--- src/rtl/muxn_rr_reg_pkg.sv ---
// Shared helpers for the N-channel registered mux: channel-index width and mode encodings.
package muxn_pkg;

  localparam logic MODE_FIXED = 1'b0;
  localparam logic MODE_RR    = 1'b1;

  // Ceil log2 with a floor of 1 so a 2-channel mux still gets a 1-bit index.
  function automatic int clog2(input int n);
    int r;
    r = 1;
    while ((1 << r) < n) r++;
    return r;
  endfunction

endpackage

--- src/rtl/muxn_rr_reg_if.sv ---
// Bus bundle for muxn_rr_reg; out_par exists only when MUXN_RR_PARITY_EN is defined.
interface muxn_rr_reg_if
  import muxn_pkg::*;
#(
  parameter int WIDTH = 8,
  parameter int NCH   = 4,
  parameter int CNT_W = 16
);
  localparam int CH_W = clog2(NCH);

  logic [NCH-1:0]            in_valid;
  logic [NCH-1:0][WIDTH-1:0] in_data;
  logic [NCH-1:0]            in_ready;
  logic                      mode;
  logic [CH_W-1:0]           sel;
  logic                      out_valid;
  logic [WIDTH-1:0]          out_data;
  logic [CH_W-1:0]           out_chan;
  logic                      out_ready;
  logic [CNT_W-1:0]          xfer_cnt;
`ifdef MUXN_RR_PARITY_EN
  logic                      out_par;
`endif

  modport slave (
    input  in_valid, in_data, mode, sel, out_ready,
    output in_ready, out_valid, out_data, out_chan, xfer_cnt
`ifdef MUXN_RR_PARITY_EN
    , output out_par
`endif
  );

  modport master (
    output in_valid, in_data, mode, sel, out_ready,
    input  in_ready, out_valid, out_data, out_chan, xfer_cnt
`ifdef MUXN_RR_PARITY_EN
    , input out_par
`endif
  );

endinterface

--- src/rtl/muxn_rr_reg_rr_arbiter.sv ---
// Combinational round-robin pick: first requester at or after ptr, modulo NCH.
module rr_arbiter
  import muxn_pkg::*;
#(
  parameter int NCH  = 4,
  parameter int CH_W = clog2(NCH)
) (
  input  logic [NCH-1:0]  req,
  input  logic [CH_W-1:0] ptr,
  output logic [CH_W-1:0] gnt_idx,
  output logic            gnt_vld
);

  int j;

  // Scan from farthest to nearest so the requester closest to ptr wins last.
  always_comb begin
    gnt_idx = '0;
    gnt_vld = 1'b0;
    j       = 0;
    for (int k = NCH - 1; k >= 0; k--) begin
      j = int'(ptr) + k;
      if (j >= NCH) j = j - NCH;
      if (req[CH_W'(j)]) begin
        gnt_idx = CH_W'(j);
        gnt_vld = 1'b1;
      end
    end
  end

endmodule

--- src/rtl/muxn_rr_reg.sv ---
// N-channel valid/ready mux, fixed-select or round-robin, with a 1-cycle output register.
// Optional MUXN_RR_PARITY_EN adds a registered even-parity bit of out_data.
module muxn_rr_reg
  import muxn_pkg::*;
#(
  parameter int WIDTH = 8,
  parameter int NCH   = 4,
  parameter int CNT_W = 16
) (
  input logic          clk,
  input logic          rst,
  muxn_rr_reg_if.slave bus
);

  localparam int CH_W = clog2(NCH);

  logic [CH_W-1:0] ptr;
  logic [CH_W-1:0] arb_idx, cand_idx;
  logic            arb_vld, cand_vld;
  logic            load, in_xfer, out_xfer;

  rr_arbiter #(.NCH(NCH), .CH_W(CH_W)) u_arb (
    .req     (bus.in_valid),
    .ptr     (ptr),
    .gnt_idx (arb_idx),
    .gnt_vld (arb_vld)
  );

  // Out-of-range sel (non-power-of-two NCH) yields no candidate.
  always_comb begin
    cand_idx = arb_idx;
    cand_vld = arb_vld;
    if (bus.mode == MODE_FIXED) begin
      cand_idx = bus.sel;
      cand_vld = (int'(bus.sel) < NCH) && bus.in_valid[bus.sel];
    end
  end

  assign load     = !bus.out_valid || bus.out_ready;
  assign in_xfer  = !rst && load && cand_vld;
  assign out_xfer = bus.out_valid && bus.out_ready;

  always_comb begin
    bus.in_ready = '0;
    if (in_xfer) bus.in_ready[cand_idx] = 1'b1;
  end

  always_ff @(posedge clk or posedge rst) begin
    if (rst) begin
      bus.out_valid <= 1'b0;
      bus.out_data  <= '0;
      bus.out_chan  <= '0;
      bus.xfer_cnt  <= '0;
      ptr           <= '0;
`ifdef MUXN_RR_PARITY_EN
      bus.out_par   <= 1'b0;
`endif
    end else begin
      if (in_xfer) begin
        bus.out_valid <= 1'b1;
        bus.out_data  <= bus.in_data[cand_idx];
        bus.out_chan  <= cand_idx;
`ifdef MUXN_RR_PARITY_EN
        bus.out_par   <= ^bus.in_data[cand_idx];
`endif
      end else if (out_xfer) begin
        bus.out_valid <= 1'b0;
      end
      if (out_xfer) bus.xfer_cnt <= bus.xfer_cnt + 1'b1;
      // Pointer moves past the winner so it gets lowest priority next time.
      if (in_xfer && bus.mode == MODE_RR)
        ptr <= (cand_idx == CH_W'(NCH - 1)) ? '0 : cand_idx + 1'b1;
    end
  end

endmodule
--- src/flat_wrapper.sv ---
// flat-port wrapper written by rule: the top's interface ports become plain ports
module muxn_rr_reg_flat import muxn_pkg::*;
#(
  parameter int WIDTH = 8,
  parameter int NCH   = 4,
  parameter int CNT_W = 16
)
  (clk, rst, bus_in_valid, bus_in_data, bus_mode, bus_sel, bus_out_ready, bus_in_ready, bus_out_valid, bus_out_data, bus_out_chan, bus_xfer_cnt);
  muxn_rr_reg_if #(.WIDTH(WIDTH), .NCH(NCH), .CNT_W(CNT_W)) bus_i ();
  input logic clk;
  input logic rst;
  input wire logic [$bits(bus_i.in_valid)-1:0] bus_in_valid;
  input wire logic [$bits(bus_i.in_data)-1:0] bus_in_data;
  input wire logic [$bits(bus_i.mode)-1:0] bus_mode;
  input wire logic [$bits(bus_i.sel)-1:0] bus_sel;
  input wire logic [$bits(bus_i.out_ready)-1:0] bus_out_ready;
  output wire logic [$bits(bus_i.in_ready)-1:0] bus_in_ready;
  output wire logic [$bits(bus_i.out_valid)-1:0] bus_out_valid;
  output wire logic [$bits(bus_i.out_data)-1:0] bus_out_data;
  output wire logic [$bits(bus_i.out_chan)-1:0] bus_out_chan;
  output wire logic [$bits(bus_i.xfer_cnt)-1:0] bus_xfer_cnt;
  assign bus_i.in_valid = bus_in_valid;
  assign bus_i.in_data = bus_in_data;
  assign bus_i.mode = bus_mode;
  assign bus_i.sel = bus_sel;
  assign bus_i.out_ready = bus_out_ready;
  assign bus_in_ready = bus_i.in_ready;
  assign bus_out_valid = bus_i.out_valid;
  assign bus_out_data = bus_i.out_data;
  assign bus_out_chan = bus_i.out_chan;
  assign bus_xfer_cnt = bus_i.xfer_cnt;
  muxn_rr_reg #(.WIDTH(WIDTH), .NCH(NCH), .CNT_W(CNT_W)) u_core (.clk(clk), .rst(rst), .bus(bus_i));
endmodule
--- config.mk ---
export PLATFORM = sky130hd
export DESIGN_NAME = muxn_rr_reg_flat
export DESIGN_NICKNAME = d
export VERILOG_FILES = /design/src/rtl/muxn_rr_reg_pkg.sv /design/src/rtl/muxn_rr_reg_if.sv /design/src/rtl/muxn_rr_reg_rr_arbiter.sv /design/src/rtl/muxn_rr_reg.sv /design/src/flat_wrapper.sv
export SDC_FILE = /design/constraint.sdc
export NUM_CORES = 1
export LEC_CHECK = 0
export BUFFER_PORTS_ARGS = -buffer_cell sky130_fd_sc_hd__buf_2
export CORE_MARGIN = 5
export CORE_UTILIZATION = 51
export CTS_BUF_LIST = sky130_fd_sc_hd__clkbuf_16
export DETAILED_ROUTE_END_ITERATION = 8
export MAX_ROUTING_LAYER = met4
export PLACE_DENSITY = 0.84
export REMOVE_ABC_BUFFERS = 1
export SLEW_MARGIN = 20
export SYNTH_ARGS = -nofsm -noshare
export SYNTH_HDL_FRONTEND = slang
export SYNTH_SLANG_ARGS = --single-unit
--- constraint.sdc ---
create_clock -name clk -period 5.7 [get_ports clk]
set_clock_uncertainty 0.15 [all_clocks]
set_input_delay 0.285 -clock clk [delete_from_list [all_inputs] [get_ports clk]]
set_output_delay 0.285 -clock clk [all_outputs]
set_load 0.03 [all_outputs]
==> results_dict.tcl, run 1 <==
set metrics [dict create \
    clock-root-buffer "clkbuf_16" \
    pin_count 73 \
    p_leak_nw 1.09 \
    cts-htree-levels 2 \
    place_congestion 0.900 \
    pwr-share-clk 0.280 \
    setup_viol 0 \
    setup_tns_ns 0 \
    top_usage_layer "met2" \
    die_y_um 68.4 \
    p_seq_frac 0.354 \
    grt_util_met3 0.0443 \
    grt_max_degree 30 \
    cap_violations 0 \
    violations "negative hold slack" \
    drt_iter0_drc 123 \
    grt_use_met2 0.300 \
    max_freq_ghz 0.343 \
    path_class "reg -> out" \
    power_switching_mw 0.331 \
    seq_area_frac_synth 0.418 \
    period_share 0.511 \
    layout.nets 282 \
    min_period_ns 2.91 \
    powerDensity_nw_per_um2 384 \
    viasPerCell 5.56 \
    grt_pass1_wl_mm 6.59 \
    post_cts_resized 0 \
    layout_commonest_cell "buf_2" \
    critPathLaunchType "flip-flop" \
    slew_headroom 0.325 \
    tightest_slew_ns 1.01 \
    rows 21 \
    insertion_delay_ns 0.27 \
    routedWlPerCell_um 15.2 \
    start_util 0.525 \
    final_cell_mix "buf_2 (72), dfrtp_1 (29), nand2_1 (19), nor2b_1 (17), a32oi_1 (16)" \
    ys_warn_count 0 \
    fin_area_um2 2230 \
    critPathSlowestCell "or3_1" \
    track_usage 0.194 \
    drc_errors 0 \
    combinationalPowerShare 0.365 \
    outcome "finished with violations" \
    synth_top_area_share 0.418 \
    rsz0062_at_grt "false" \
    crit_chain "and3b_1 -> a211oi_2 -> or3_1 -> nand2_1 -> ha_1 -> and2_1 -> buf_2" \
    diodes 0 \
    hold_path.class "in -> async" \
    core_um2 3310 \
    port_buffers 72 \
    postCtsSetupBuffers 0 \
    r2r-start "u_core.ptr[1]" \
    synthDistinctLibCells 35 \
    grt_pass1_vias 1426 \
    syn2layout_area_growth_pct 28.4 \
    synthesis.area_um2 1740 \
    ant_nets 0 \
    timing.hold.ws_ns -0.0412 \
    overflow 0 \
    hpwl_mm 3.25 \
    die_x_um 68.4 \
    dr.pass1.iters 5 \
    cts.sinks 29 \
    maxSlewViolCount 0 \
    switching_share 0.386 \
    crit_path_end_kind "output pin" \
    die_area_um2 4680 \
    num_vias 1585 \
    synth_top_area_cell "dfrtp_1" \
    cp_max_fo 18 \
    critPathRequiredTime_ns 5.27 \
    grtUsageMet1 0.255 \
    internal_power_mw 0.527 \
    max_stage_delay_ns 0.51 \
    clockBufferDepth 2 \
    p_total_mw 0.858 \
    synthCells 168 \
    cts_tree "yes" \
    grt_antenna_before_repair 0 \
    cp.arrival_ns 2.48 \
    placed_cell_area_um2 2090 \
    timing.final.hold_violations 29 \
    synth_area_leaders "dfrtp_1 (42%), a32oi_1 (8.1%), xnor2_1 (6.6%)" \
    path_clk_slew_ns 0.05 \
    crit_family "simple AND/OR/NAND/NOR gates" \
    drive_gt1_frac 0.377 \
    ir_drop_mv 0.203 \
    drt_wl_total_mm 4.33 \
    cts_hold_buf 0 \
    startpoint "u_core.ptr[1]" \
    crit_buf_inv 1 \
    nFillCells 286 \
    postSynthAreaPerCell_um2 10.3 \
    numCtsBuffers 5 \
    ys_seq_elements 29 \
]
==> through the flow <==
| stage | util | hold slack, ns | setup slack (ns) | instances |
|---|---|---|---|---|
| after floorplan | - | 0.213 | 3.30 | 159 |
| after global placement | 0.633 | 0.307 | 3.20 | 277 |
| after detailed placement | 0.633 | 0.309 | 3.11 | 277 |
| after CTS | 0.674 | 0.181 | 2.83 | 285 |
| after global routing | 0.674 | 0.0153 | 2.70 | 285 |
| final | 0.674 | -0.0412 | 2.79 | 285 |
==> logic make-up (layout without fill, tap and decap cells) <==
kind of cell / after synthesis / in the layout / synth area share
buffers and inverters: 13 / 84 / 0.0439
adders and majority gates: 2 / 2 / 0.0144
and+or+nand+nor: 65 / 65 / 0.207
DFF: 29 / 29 / 0.418
muxes: 4 / 4 / 0.0324
xor gates and xnor gates: 15 / 15 / 0.0756
AOI/OAI and AO/OA: 40 / 40 / 0.209
==> final timing paths <==
path | endpoint | slack, ns | cells after the start
setup / recovery | bus_in_ready[3] | 2.79 | 7
hold / removal | u_core.ptr[0] | -0.04 | 2
setup reg to reg | u_core.ptr[1] | 3.19 | 6
hold reg to reg | u_core.bus.xfer_cnt[15] | 0.31 | 1
max in group asynchronous | u_core.bus.out_data[3] | 5.03 | 2
min in group clk | u_core.bus.xfer_cnt[2] | 0.18 | 3
==> power by group through the flow <==
stage	registers, mW	logic, mW	clock network [mW]
floorplan	0.387	0.131	0
finish	0.304	0.313	0.241
CTS	0.302	0.316	0.245
detailed placement	0.305	0.314	0
global placement	0.303	0.309	0
global route	0.311	0.339	0.254
==> area by class of cell <==
| type | count | area, um^2 | share of cell area |
|---|---|---|---|
| multi-input combinational | 126 | 936 | 0.419 |
| sequential | 29 | 726 | 0.325 |
| timing repair buffer | 72 | 360 | 0.161 |
| clock buffer | 5 | 125 | 0.0561 |
| tap | 46 | 57.6 | 0.0258 |
| inverter | 4 | 15.0 | 0.00673 |
| clock inverter | 3 | 12.5 | 0.00561 |
==> registers in the layout (all words and copies together), names as in the netlist <==
register	flops
u_core.bus.out_chan	2
u_core.bus.out_data	8
u_core.bus.xfer_cnt	16
u_core.ptr	2
u_core.bus.out_valid	1
==> synthesized netlist by cell type <==
master and instances:
a2bb2oi_4 1, nor2_1 3, buf_6 3, o21a_1 3, and4_1 4, or3_1 1, nand4_1 1, nand3b_1 1
o31ai_1 1, a21o_1 1, ha_1 2, o221ai_2 1, clkbuf_1 2, o21ai_2 1, nor3b_2 1, and3b_1 1
nor4_1 1, a32oi_1 16, a211oi_2 2, xnor2_1 13, and2_1 1, buf_2 4, a21oi_1 4, and3_1 4
nand2_1 19, inv_1 4, dfrtp_1 29, mux2_2 3, nand2b_1 2, nor2b_1 17, nand3_1 9, mux4_2 1
a21boi_2 1, xor2_1 2, o221ai_1 9
==> layer usage <==
metal | vias up | routed length, um
met2 | 57 | 2120
li1 | 770 | -
met5 | - | 0
met4 | 0 | 40
met1 | 751 | 1890
met3 | 7 | 267
Power figures use the tool's default switching activity.
==> run 2: changes to the inputs <==
--- a/config.mk
+++ b/config.mk
@@ -7,11 +7,11 @@
 export LEC_CHECK = 0
 export BUFFER_PORTS_ARGS = -buffer_cell sky130_fd_sc_hd__buf_2
 export CORE_MARGIN = 5
-export CORE_UTILIZATION = 51
+export CORE_UTILIZATION = 48
 export CTS_BUF_LIST = sky130_fd_sc_hd__clkbuf_16
 export DETAILED_ROUTE_END_ITERATION = 8
 export MAX_ROUTING_LAYER = met4
-export PLACE_DENSITY = 0.84
+export PLACE_DENSITY = 0.8
 export REMOVE_ABC_BUFFERS = 1
 export SLEW_MARGIN = 20
 export SYNTH_ARGS = -nofsm -noshare
==> constraint.sdc (replaced) <==
create_clock -name clk -period 2.7 [get_ports clk]
set_clock_uncertainty 0.15 [all_clocks]
set_input_delay 0.135 -clock clk [delete_from_list [all_inputs] [get_ports clk]]
set_output_delay 0.135 -clock clk [all_outputs]
set_load 0.03 [all_outputs]
==> results_dict.tcl, run 2 (synthesis results as in run 1) <==
set metrics [dict create \
    core_um2 3420 \
    overflow 0 \
    drc_errors 0 \
    postCtsSetupBuffers 0 \
    rows 21 \
    max_freq_ghz 0.420 \
    reg_top3 "u_core.bus.xfer_cnt x16, u_core.bus.out_data x8" \
    clock-root-buffer "clkbuf_16" \
    p_leak_nw 1.12 \
    layout.nets 289 \
    hold_path.class "in -> reg" \
    top_register "u_core.bus.xfer_cnt" \
    grt_max_degree 18 \
    clockBufferDepth 2 \
    ir_drop_mv 0.587 \
    final_cell_mix "buf_2 (72), dfrtp_1 (29), nand2_1 (19), nor2b_1 (17), a32oi_1 (16)" \
    cap_violations 0 \
    die_x_um 70.2 \
    timing.final.hold_violations 0 \
    start_util 0.509 \
    place_congestion 0.799 \
    timing.hold.ws_ns 0.0403 \
    ant_nets 0 \
    nFillCells 304 \
    outcome "finished, final reports clean" \
    powerDensity_nw_per_um2 799 \
    insertion_delay_ns 0.27 \
    cts.sinks 29 \
    setup_viol 0 \
    cts-htree-levels 2 \
    switching_share 0.386 \
    cp_max_fo 10 \
    maxSlewViolCount 0 \
    power_switching_mw 0.704 \
    cp.arrival_ns 2.09 \
    syn2layout_area_growth_pct 31.3 \
    routedWlPerCell_um 15.8 \
    num_vias 1616 \
    pin_count 73 \
    tightest_slew_ns 0.734 \
    drt_wl_total_mm 4.60 \
    period_share 0.881 \
    crit_path_end_kind "output pin" \
    pwr-share-clk 0.272 \
    path_class "reg -> out" \
    track_usage 0.207 \
    layout_commonest_cell "buf_2" \
    combinationalPowerShare 0.375 \
    post_cts_resized 0 \
    slew_headroom 0.511 \
    grt_antenna_before_repair 0 \
    port_buffers 72 \
    grt_pass1_wl_mm 7.99 \
    cts_hold_buf 1 \
    min_period_ns 2.38 \
    grt_pass1_vias 1588 \
    die_y_um 70.2 \
    numCtsBuffers 5 \
    viasPerCell 5.55 \
    setup_tns_ns 0 \
    placed_cell_area_um2 2140 \
    drive_gt1_frac 0.384 \
    diodes 0 \
    dr.pass1.iters 4 \
    cts_tree "yes" \
    p_seq_frac 0.353 \
    drt_iter0_drc 121 \
    fin_area_um2 2280 \
    internal_power_mw 1.12 \
    critPathLaunchType "flip-flop" \
    critPathRequiredTime_ns 2.41 \
    rsz0062_at_grt "false" \
    p_total_mw 1.82 \
    path_clk_slew_ns 0.05 \
    largest_reg_flops 16 \
    die_area_um2 4920 \
    hpwl_mm 3.41 \
]
-- run 2: changes by cell type in the layout (fill, tap and decap cells not counted) --
cell	previous run	this run
buf_4	0	6
inv_1	3	5
clkinv_1	2	1
clkinv_2	1	0
dlygate4sd3_1	0	1
inv_2	1	0
-- run 2: area by class of cell --
type	count	area (um^2)	area share
clock buffers	5	125	0.0548
repair buffers	79	415	0.182
flip-flops and latches	29	726	0.318
multi-input cells	126	936	0.410
well taps	46	57.6	0.0252
clock inverters	2	7.51	0.00329
inverters	4	15.0	0.00658
-- run 2: critical path, stage by stage (launching register included) --
cell and delay, ns:
dfrtp_1 0.43, nor2b_1 0.19, a211oi_2 0.29, o21a_1 0.27, nand3_1 0.12, buf_4 0.20
a21oi_1 0.12, buf_2 0.22
-- run 2: stage by stage --
step | cells | worst slack (ns) | util
6_report | 291 | 0.320 | 0.668
5_1_grt | 291 | 0.163 | 0.668
4_1_cts | 291 | 0.326 | 0.668
3_5_place_dp | 283 | 0.655 | 0.626
3_3_place_gp | 283 | 0.679 | 0.626
2_1_floorplan | 159 | 0.454 | -
-- run 2: power by group through the flow --
stage | registers, mW | clock network, mW | logic (mW)
2_1_floorplan | 0.817 | 0 | 0.277
3_3_place_gp | 0.642 | 0 | 0.670
3_5_place_dp | 0.642 | 0 | 0.683
4_1_cts | 0.642 | 0.505 | 0.690
5_1_grt | 0.662 | 0.530 | 0.742
6_report | 0.644 | 0.496 | 0.684
-- run 2: worst paths after layout --
path	start	to	slack [ns]	cells after the start
min in group asynchronous	rst	u_core.bus.out_chan[0]	0.33	3
min reg2reg	u_core.bus.xfer_cnt[15]	u_core.bus.xfer_cnt[15]	0.32	1
max in group asynchronous	rst	u_core.bus.xfer_cnt[4]	1.47	4
min	bus_out_ready	u_core.bus.xfer_cnt[2]	0.04	3
max reg2reg	u_core.ptr[1]	u_core.ptr[1]	0.66	6
max	u_core.bus.out_valid	bus_in_ready[1]	0.32	7
-- run 2: metal layers --
| metal | global-route usage | up-vias | wire length (um) |
|---|---|---|---|
| met1 | 0.270 | 778 | 2040 |
| met3 | 0.0560 | 5 | 241 |
| li1 | - | 782 | - |
| met5 | - | - | 0 |
| met4 | 0.0617 | 0 | 43 |
| met2 | 0.317 | 51 | 2280 |
